**config.mk**
```make
export PLATFORM = sky130hd
export DESIGN_NAME = mem_sram_ctrl
export DESIGN_NICKNAME = d
export VERILOG_FILES = /design/src/rtl/mem_sram_ctrl_pkg.sv /design/src/rtl/sram_settle_counter.sv /design/src/rtl/mem_sram_ctrl.sv
export SDC_FILE = /design/constraint.sdc
export NUM_CORES = 1
export LEC_CHECK = 0
export CAP_MARGIN = 10
export CORE_MARGIN = 1
export CORE_UTILIZATION = 55
export DETAILED_ROUTE_END_ITERATION = 7
export DONT_BUFFER_PORTS = 1
export PLACE_DENSITY_LB_ADDON = 0.25
export SLEW_MARGIN = 25
export SYNTH_ARGS = -nofsm -noshare
export SYNTH_HDL_FRONTEND = slang
export SYNTH_SLANG_ARGS = --single-unit
```
**constraint.sdc**
```tcl
create_clock -name CLK -period 10.6 [get_ports CLK]
set_clock_uncertainty 0.1 [all_clocks]
set_input_delay 1.59 -clock CLK [delete_from_list [all_inputs] [get_ports CLK]]
set_output_delay 1.59 -clock CLK [all_outputs]
set_load 0.02 [all_outputs]
```
**src/rtl/mem_sram_ctrl_pkg.sv**
```systemverilog
// Shared definitions for the memory-stage SRAM controller: FSM state
// encoding and external SRAM geometry.
package mem_sram_ctrl_pkg;

  typedef enum logic [2:0] {
    S_IDLE = 3'd0,
    S_LOW  = 3'd1,
    S_HIGH = 3'd2,
    S_WAIT = 3'd3,
    S_DONE = 3'd4
  } state_e;

  localparam int unsigned ADDR_W = 18;
  localparam int unsigned DQ_W   = 16;

endpackage

```
**src/rtl/sram_settle_counter.sv**
```systemverilog
// Loadable 3-bit down-counter with a zero flag, used to time the idle
// bus cycles that follow the two halfword accesses.
module sram_settle_counter (
  input  logic       clk_i,
  input  logic       rst_i,
  input  logic       load_i,
  input  logic [2:0] load_val_i,
  input  logic       dec_i,
  output logic       zero_o
);

  logic [2:0] cnt_q;

  // Load takes priority over decrement; decrement saturates at zero.
  always_ff @(posedge clk_i or posedge rst_i) begin
    if (rst_i) begin
      cnt_q <= '0;
    end else if (load_i) begin
      cnt_q <= load_val_i;
    end else if (dec_i && (cnt_q != 3'd0)) begin
      cnt_q <= cnt_q - 3'd1;
    end
  end

  assign zero_o = (cnt_q == 3'd0);

endmodule

```
**src/rtl/mem_sram_ctrl.sv**
```systemverilog
// Memory-stage SRAM controller: splits a 32-bit word load/store into two
// 16-bit accesses on an external 256Kx16 SRAM, freezing the pipeline via
// Ready until the access sequence reaches DONE.
module mem_sram_ctrl
  import mem_sram_ctrl_pkg::*;
#(
  parameter int unsigned BASE_ADDR     = 1024,
  parameter int unsigned SETTLE_CYCLES = 2
) (
  input  logic                CLK,
  input  logic                RST,
  input  logic                WR_EN,
  input  logic                RD_EN,
  input  logic [31:0]         Address,
  input  logic [31:0]         Write_Data,
  output logic [31:0]         Read_Data,
  output logic                Ready,
  output logic [ADDR_W-1:0]   SRAM_ADDR,
  input  logic [DQ_W-1:0]     SRAM_DQ_In,
  output logic [DQ_W-1:0]     SRAM_DQ_Out,
  output logic                SRAM_DQ_OE,
  output logic                SRAM_WE_N,
  output logic                SRAM_OE_N,
  output logic                SRAM_CE_N,
  output logic                SRAM_UB_N,
  output logic                SRAM_LB_N
);

  // The counter is loaded with SETTLE_CYCLES-1 so that WAIT lasts exactly
  // SETTLE_CYCLES cycles (exit on the cycle the counter reads zero).
  localparam logic [2:0] SETTLE_LOAD =
    (SETTLE_CYCLES > 0) ? 3'(SETTLE_CYCLES - 1) : 3'd0;

  state_e              state_q;
  logic [ADDR_W-2:0]   widx_q;
  logic                wr_q;
  logic [31:0]         wdata_q;
  logic [DQ_W-1:0]     lo_q;
  logic [31:0]         rdata_q;
  logic [ADDR_W-1:0]   addr_q;
  logic                we_n_q;
  logic                oe_n_q;
  logic                dq_oe_q;
  logic [DQ_W-1:0]     dq_out_q;

  logic [31:0]         offs;
  logic [ADDR_W-2:0]   widx;
  logic                unused_offs;
  logic                req;
  logic                cnt_zero;

  assign offs        = Address - BASE_ADDR;
  assign widx        = offs[ADDR_W:2];
  assign unused_offs = ^{offs[31:ADDR_W+1], offs[1:0]};
  assign req         = WR_EN | RD_EN;

  sram_settle_counter u_settle (
    .clk_i      (CLK),
    .rst_i      (RST),
    .load_i     (state_q == S_HIGH),
    .load_val_i (SETTLE_LOAD),
    .dec_i      (state_q == S_WAIT),
    .zero_o     (cnt_zero)
  );

  // Access sequencer; SRAM strobes are registered alongside the state so
  // they reflect the state being entered and never the raw request inputs.
  always_ff @(posedge CLK or posedge RST) begin
    if (RST) begin
      state_q  <= S_IDLE;
      widx_q   <= '0;
      wr_q     <= 1'b0;
      wdata_q  <= '0;
      lo_q     <= '0;
      rdata_q  <= '0;
      addr_q   <= '0;
      we_n_q   <= 1'b1;
      oe_n_q   <= 1'b1;
      dq_oe_q  <= 1'b0;
      dq_out_q <= '0;
    end else begin
      case (state_q)
        S_IDLE: begin
          if (req) begin
            state_q  <= S_LOW;
            widx_q   <= widx;
            wr_q     <= WR_EN;
            wdata_q  <= Write_Data;
            addr_q   <= {widx, 1'b0};
            we_n_q   <= ~WR_EN;
            oe_n_q   <= WR_EN;
            dq_oe_q  <= WR_EN;
            dq_out_q <= WR_EN ? Write_Data[15:0] : '0;
          end
        end
        S_LOW: begin
          state_q  <= S_HIGH;
          if (!wr_q) lo_q <= SRAM_DQ_In;
          addr_q   <= {widx_q, 1'b1};
          dq_out_q <= wr_q ? wdata_q[31:16] : '0;
        end
        S_HIGH: begin
          state_q  <= (SETTLE_CYCLES != 0) ? S_WAIT : S_DONE;
          if (!wr_q) rdata_q <= {SRAM_DQ_In, lo_q};
          addr_q   <= '0;
          we_n_q   <= 1'b1;
          oe_n_q   <= 1'b1;
          dq_oe_q  <= 1'b0;
          dq_out_q <= '0;
        end
        S_WAIT: begin
          if (cnt_zero) state_q <= S_DONE;
        end
        S_DONE: begin
          state_q <= S_IDLE;
        end
        default: begin
          state_q <= S_IDLE;
        end
      endcase
    end
  end

  assign Ready       = ~req | (state_q == S_DONE);
  assign Read_Data   = rdata_q;
  assign SRAM_ADDR   = addr_q;
  assign SRAM_DQ_Out = dq_out_q;
  assign SRAM_DQ_OE  = dq_oe_q;
  assign SRAM_WE_N   = we_n_q;
  assign SRAM_OE_N   = oe_n_q;
  assign SRAM_CE_N   = 1'b0;
  assign SRAM_UB_N   = 1'b0;
  assign SRAM_LB_N   = 1'b0;

endmodule

```
-- Yosys cells after proc, flatten, opt, wreduce, memory -nomap -nowiden
Index checks and enable logic that the tools add are counted.
- muxes and demuxes: 16
- bitwise logic cells: 5
- equality and inequality tests: 6
- reduce and logical (&&, ||, !) cells: 13
- add/sub/neg operators: 2
- operator list (kind ; number):
    18-bit case mux with 3 select lines ; 1
    16-bit two-way mux ; 3
    16-bit case mux with 3 select lines ; 1
    19-bit by 11-bit subtractor with 19-bit output, second input constant ; 1
    18-bit two-way mux ; 1
    3-bit two-way mux ; 4
    3-bit case mux with 4 select lines ; 1
    2-bit AND reduction ; 6
    3-bit by 2-bit equality test with 1-bit output, second input constant ; 2
    3-bit zero test ; 2
    1-bit case mux with 2 select lines ; 3
    3-bit nonzero test ; 2
    2-bit inequality test, second input constant ; 2
    2-bit nonzero test ; 2
    3-bit by 1-bit equality test with 1-bit output, second input constant ; 1
    3-bit equality test, second input constant ; 1
    1-bit NOT ; 3
    3-bit by 1-bit subtractor with 3-bit output, second input constant ; 1
    1-bit two-way mux ; 2
    1-bit OR ; 2
    1-bit logical AND ; 1
- input port bits: 84
- flip-flop bits (word level): 141
- logic and storage cells: 54
- output and inout port bits: 73

-- Longest topological paths before layout
- depth after elaboration: 4
- mapped depth: 7
- gate-level depth less buffers: 6

-- Cells and area by module
Synthesis repeated with hierarchy kept, for this count alone.
- cells, all modules: 429
- area total of the unflattened synthesis: 5340.1 um^2
- modules (own cells, without submodules) (module ; times used ; seq. area each (um^2) ; area an instance (um^2) ; cells each):
    mem_sram_ctrl ; 1 ; 3055.4 ; 5146.2 ; 409
    sram_settle_counter ; 1 ; 75.1 ; 193.9 ; 20

-- Worst setup path after synthesis
OpenSTA, ideal clock, no wires.
- kind: input-to-output
- start: in WR_EN
- end: out Ready
- data required time: 8.910 ns
- cell stages on the path: 2
- slack: 6.863 ns
- arrival time: 2.047 ns
- path buffers: 0
- path through: or2_2 > nand2_1
- cells in the longest elaborated chain, start to end: 3
- RTL lines (element ; line ; RTL):
    start, declared ; mem_sram_ctrl.sv:12 ; input logic WR_EN,
    1-bit OR ; mem_sram_ctrl.sv:55 ; assign req = WR_EN | RD_EN;
    1-bit NOT ; mem_sram_ctrl.sv:124 ; assign Ready = ~req | (state_q == S_DONE);
    1-bit OR ; mem_sram_ctrl.sv:124 ;
    end, declared ; mem_sram_ctrl.sv:17 ; output logic Ready,
No other way between the ends.

-- Final worst setup path
Ends and elaborated chain as after synthesis.

==> results.py <==
metrics = {
    "yosys": {
        "syn_area_um2": 5320,
        "synth.top_cell.area_share": 0.579,
        "synth_top_area_cell": "dfrtp_1",
        "synth_cell_type_count": 44,
        "ys_ff_latch": 125,
        "synth_area_per_cell_um2": 11.2,
        "seq_area_frac_synth": 0.589,
        "synth_edf_count": 0,
        "ys_warn_count": 0,
        "synth_area_leaders": "dfrtp_1 58%, mux2_2 9.7%, nand2_1 8.1%",
        "synth_flop_cell": "dfrtp_1",
        "async_flop_share": 1.00,
        "synth_cells": 474,
    },
    "global_route": {
        "grt_pass1_wl_mm": 17.6,
        "antenna_found_initial": 0,
        "gr-usage-all-layers": 0.229,
        "grt-ovfl-total": 0,
        "grt_start_max_net_pins": 71,
        "grt_pass1_vias": 3656,
    },
    "sta": {
        "finalCritPeriodShare": 0.354,
        "rsz0062_at_grt": "false",
        "setup_viol": 0,
        "period_minus_slack_ps": 3750,
        "max_freq_mhz": 267,
        "setup_tns_ps": 0,
        "hold_viol": 0,
        "report.final.slew_viol_count": 0,
        "relSlewSlack": 0.406,
        "worstMarginPinSlew_ps": 888,
    },
    "cts": {
        "cts_tree": "done",
        "cts_made_buffers": 17,
        "clock_sinks": 125,
        "h-tree-depth": 4,
        "post_cts_buffers": 0,
        "cts.clk_slew.worst_paths_ps": 60,
        "ctsRootBufferMaster": "clkbuf_8",
        "clk_latency_ps": 500,
        "clockBufferDepth": 2,
        "post_cts_resized": 0,
        "ctsHoldBuffers": 0,
    },
    "critical_path": {
        "critPathCaptureType": "output port",
        "slowest_delay_ps": 290,
        "cp.depth": 2,
        "timing.rr.start": "state_q[0]",
        "worst-path-buf-inv": 0,
        "r2r-end": "Read_Data[22]",
        "start_kind": "input pin",
        "crit_required_ps": 8910,
        "reg2regPathDepth": 4,
        "path_cells": "or2_2 -> nand2_1",
        "critical_path_class": "in2out",
        "cp.arrival_ps": 2060,
        "crit_family": "simple AND/OR/NAND/NOR gates",
        "cp_slowest_cell": "or2_2",
        "crit_fanout": 23,
        "rrSetupSlack_ps": 8030,
    },
    "floorplan": {
        "core-area_um2": 9280,
        "die-area_um2": 10100,
        "core.rowCount": 35,
        "die_x_um": 100,
        "io_pins": 157,
        "die_h_um": 100,
        "start_util": 0.573,
    },
    "drt": {
        "vias_per_cell": 5.77,
        "dr.pass1.iters": 5,
        "drc": 0,
        "ant_nets": 0,
        "drt-total-wl_mm": 10.9,
        "first_iter_violations": 117,
        "vias": 3513,
        "wl_per_cell_um": 17.9,
    },
    "min_path": {
        "worstHoldStart": "wdata_q[29]",
        "hold_path.class": "reg2reg",
        "min_to": "wdata_q[29]",
        "worst_hold_path.num_cells": 2,
    },
    "power_and_ir_drop": {
        "p_int_mw": 1.31,
        "peakVddDrop_mv": 0.154,
        "power_density_nw_per_um2": 369,
        "switchingPower_mw": 0.854,
        "pwr-share-seq": 0.475,
        "power.switching_fraction": 0.394,
        "p_leak_nw": 2.63,
        "finalPower_mw": 2.17,
        "p_comb_frac": 0.273,
        "p_clk_frac": 0.253,
    },
    "outcome": {
        "status": "finished, final reports clean",
    },
    "place": {
        "routabilityCongestion": 0.714,
        "dpl.hpwl_mm": 7.08,
        "portBuffers": 0,
    },
    "run": {
        "max_cap_violations": 0,
    },
    "layout": {
        "fin_nets": 555,
        "drive_gt1_frac": 0.196,
        "antenna_cells": 0,
        "synthToLayoutAreaGrowth_pct": 10.6,
    },
}
layout make-up:
cell class	instances	area (um^2)
fillers	767	3400
clock buffers	18	428
well taps	129	161
flip-flops and latches	125	3130
multi-input cells	313	1960
inverters	6	25.0
repair buffers	5	37.5
clock inverters	13	141
metrics by stage:
| step | setup slack [ps] | hold slack (ps) | utilization | std cells | cell area (um^2) |
|---|---|---|---|---|---|
| 2_1_floorplan | 5590 | 346 | - | 476 | 5330 |
| 3_3_place_gp | 6850 | 357 | 0.572 | 578 | 5310 |
| 3_5_place_dp | 6840 | 363 | 0.572 | 578 | 5310 |
| 4_1_cts | 6840 | 378 | 0.634 | 609 | 5880 |
| 5_1_grt | 6830 | 398 | 0.634 | 609 | 5880 |
| 6_report | 6850 | 374 | 0.634 | 609 | 5880 |
cells by family after synthesis:
family,after synthesis,share of synthesized area
simple gates,171,0.138
compound gates,79,0.103
xor+xnor,7,0.0115
flops,125,0.589
other cells,1,0.000705
mux,50,0.106
fa+ha+maj,3,0.00706
buf+inv,38,0.0447
registers in the layout, indices dropped and copies added (netlist names), 3 cells and up:
register        cells
SRAM_ADDR          18
u_settle.cnt_q      3
lo_q               16
Read_Data          32
wdata_q            16
state_q             3
SRAM_DQ_Out        16
widx_q             17
worst max path at each step:
stage               startpoint      endpoint  slack [ps]
finish                   WR_EN         Ready        6850
global route             WR_EN         Ready        6830
CTS                      WR_EN         Ready        6840
detailed placement       WR_EN         Ready        6840
global placement         WR_EN         Ready        6850
floorplan                  RST  Read_Data[0]        5590
cell usage in the layout, fill, tap and decap left out, drive strengths merged, types with 4 or more instances in the layout:
cell,Yosys,layout
nor2,32,32
buf,26,5
a32oi,16,16
xor2,5,5
dfrtp,123,123
a21oi,5,5
nand2b,4,4
nor3,6,6
clkinv,0,6
mux2,50,50
a221oi,13,13
nand2,115,115
inv,6,8
o21ai,31,31
clkbuf,6,18
power groups by stage:
| stage | Combinational (mW) | Clock (mW) | Sequential [mW] |
|---|---|---|---|
| floorplan | 0.542 | 0 | 0.973 |
| global placement | 0.572 | 0 | 1.03 |
| detailed placement | 0.597 | 0 | 1.04 |
| CTS | 0.597 | 0.559 | 1.03 |
| global route | 0.670 | 0.583 | 1.06 |
| finish | 0.591 | 0.548 | 1.03 |
layer usage:
layer,wire length [um],up-vias,track usage
met5,0,-,0
met1,4460,1752,0.272
li1,-,1614,-
met4,117,0,0.0814
met3,1010,11,0.0982
met2,5310,136,0.375
synth_stat cells (3+ instances only):
library cell / instances
dfrtp_1: 123
nand2_1: 115
mux2_2: 46
nor2_1: 31
o21ai_0: 21
a32oi_1: 16
a221oi_1: 13
buf_4: 12
o21ai_1: 10
buf_2: 9
inv_1: 6
a21oi_1: 5
buf_6: 5
clkbuf_1: 5
xor2_1: 5
mux2_1: 4
nor3_1: 4
ha_1: 3
nand2b_1: 3
o22a_1: 3
No activity file was read; power rests on OpenSTA's default activity.
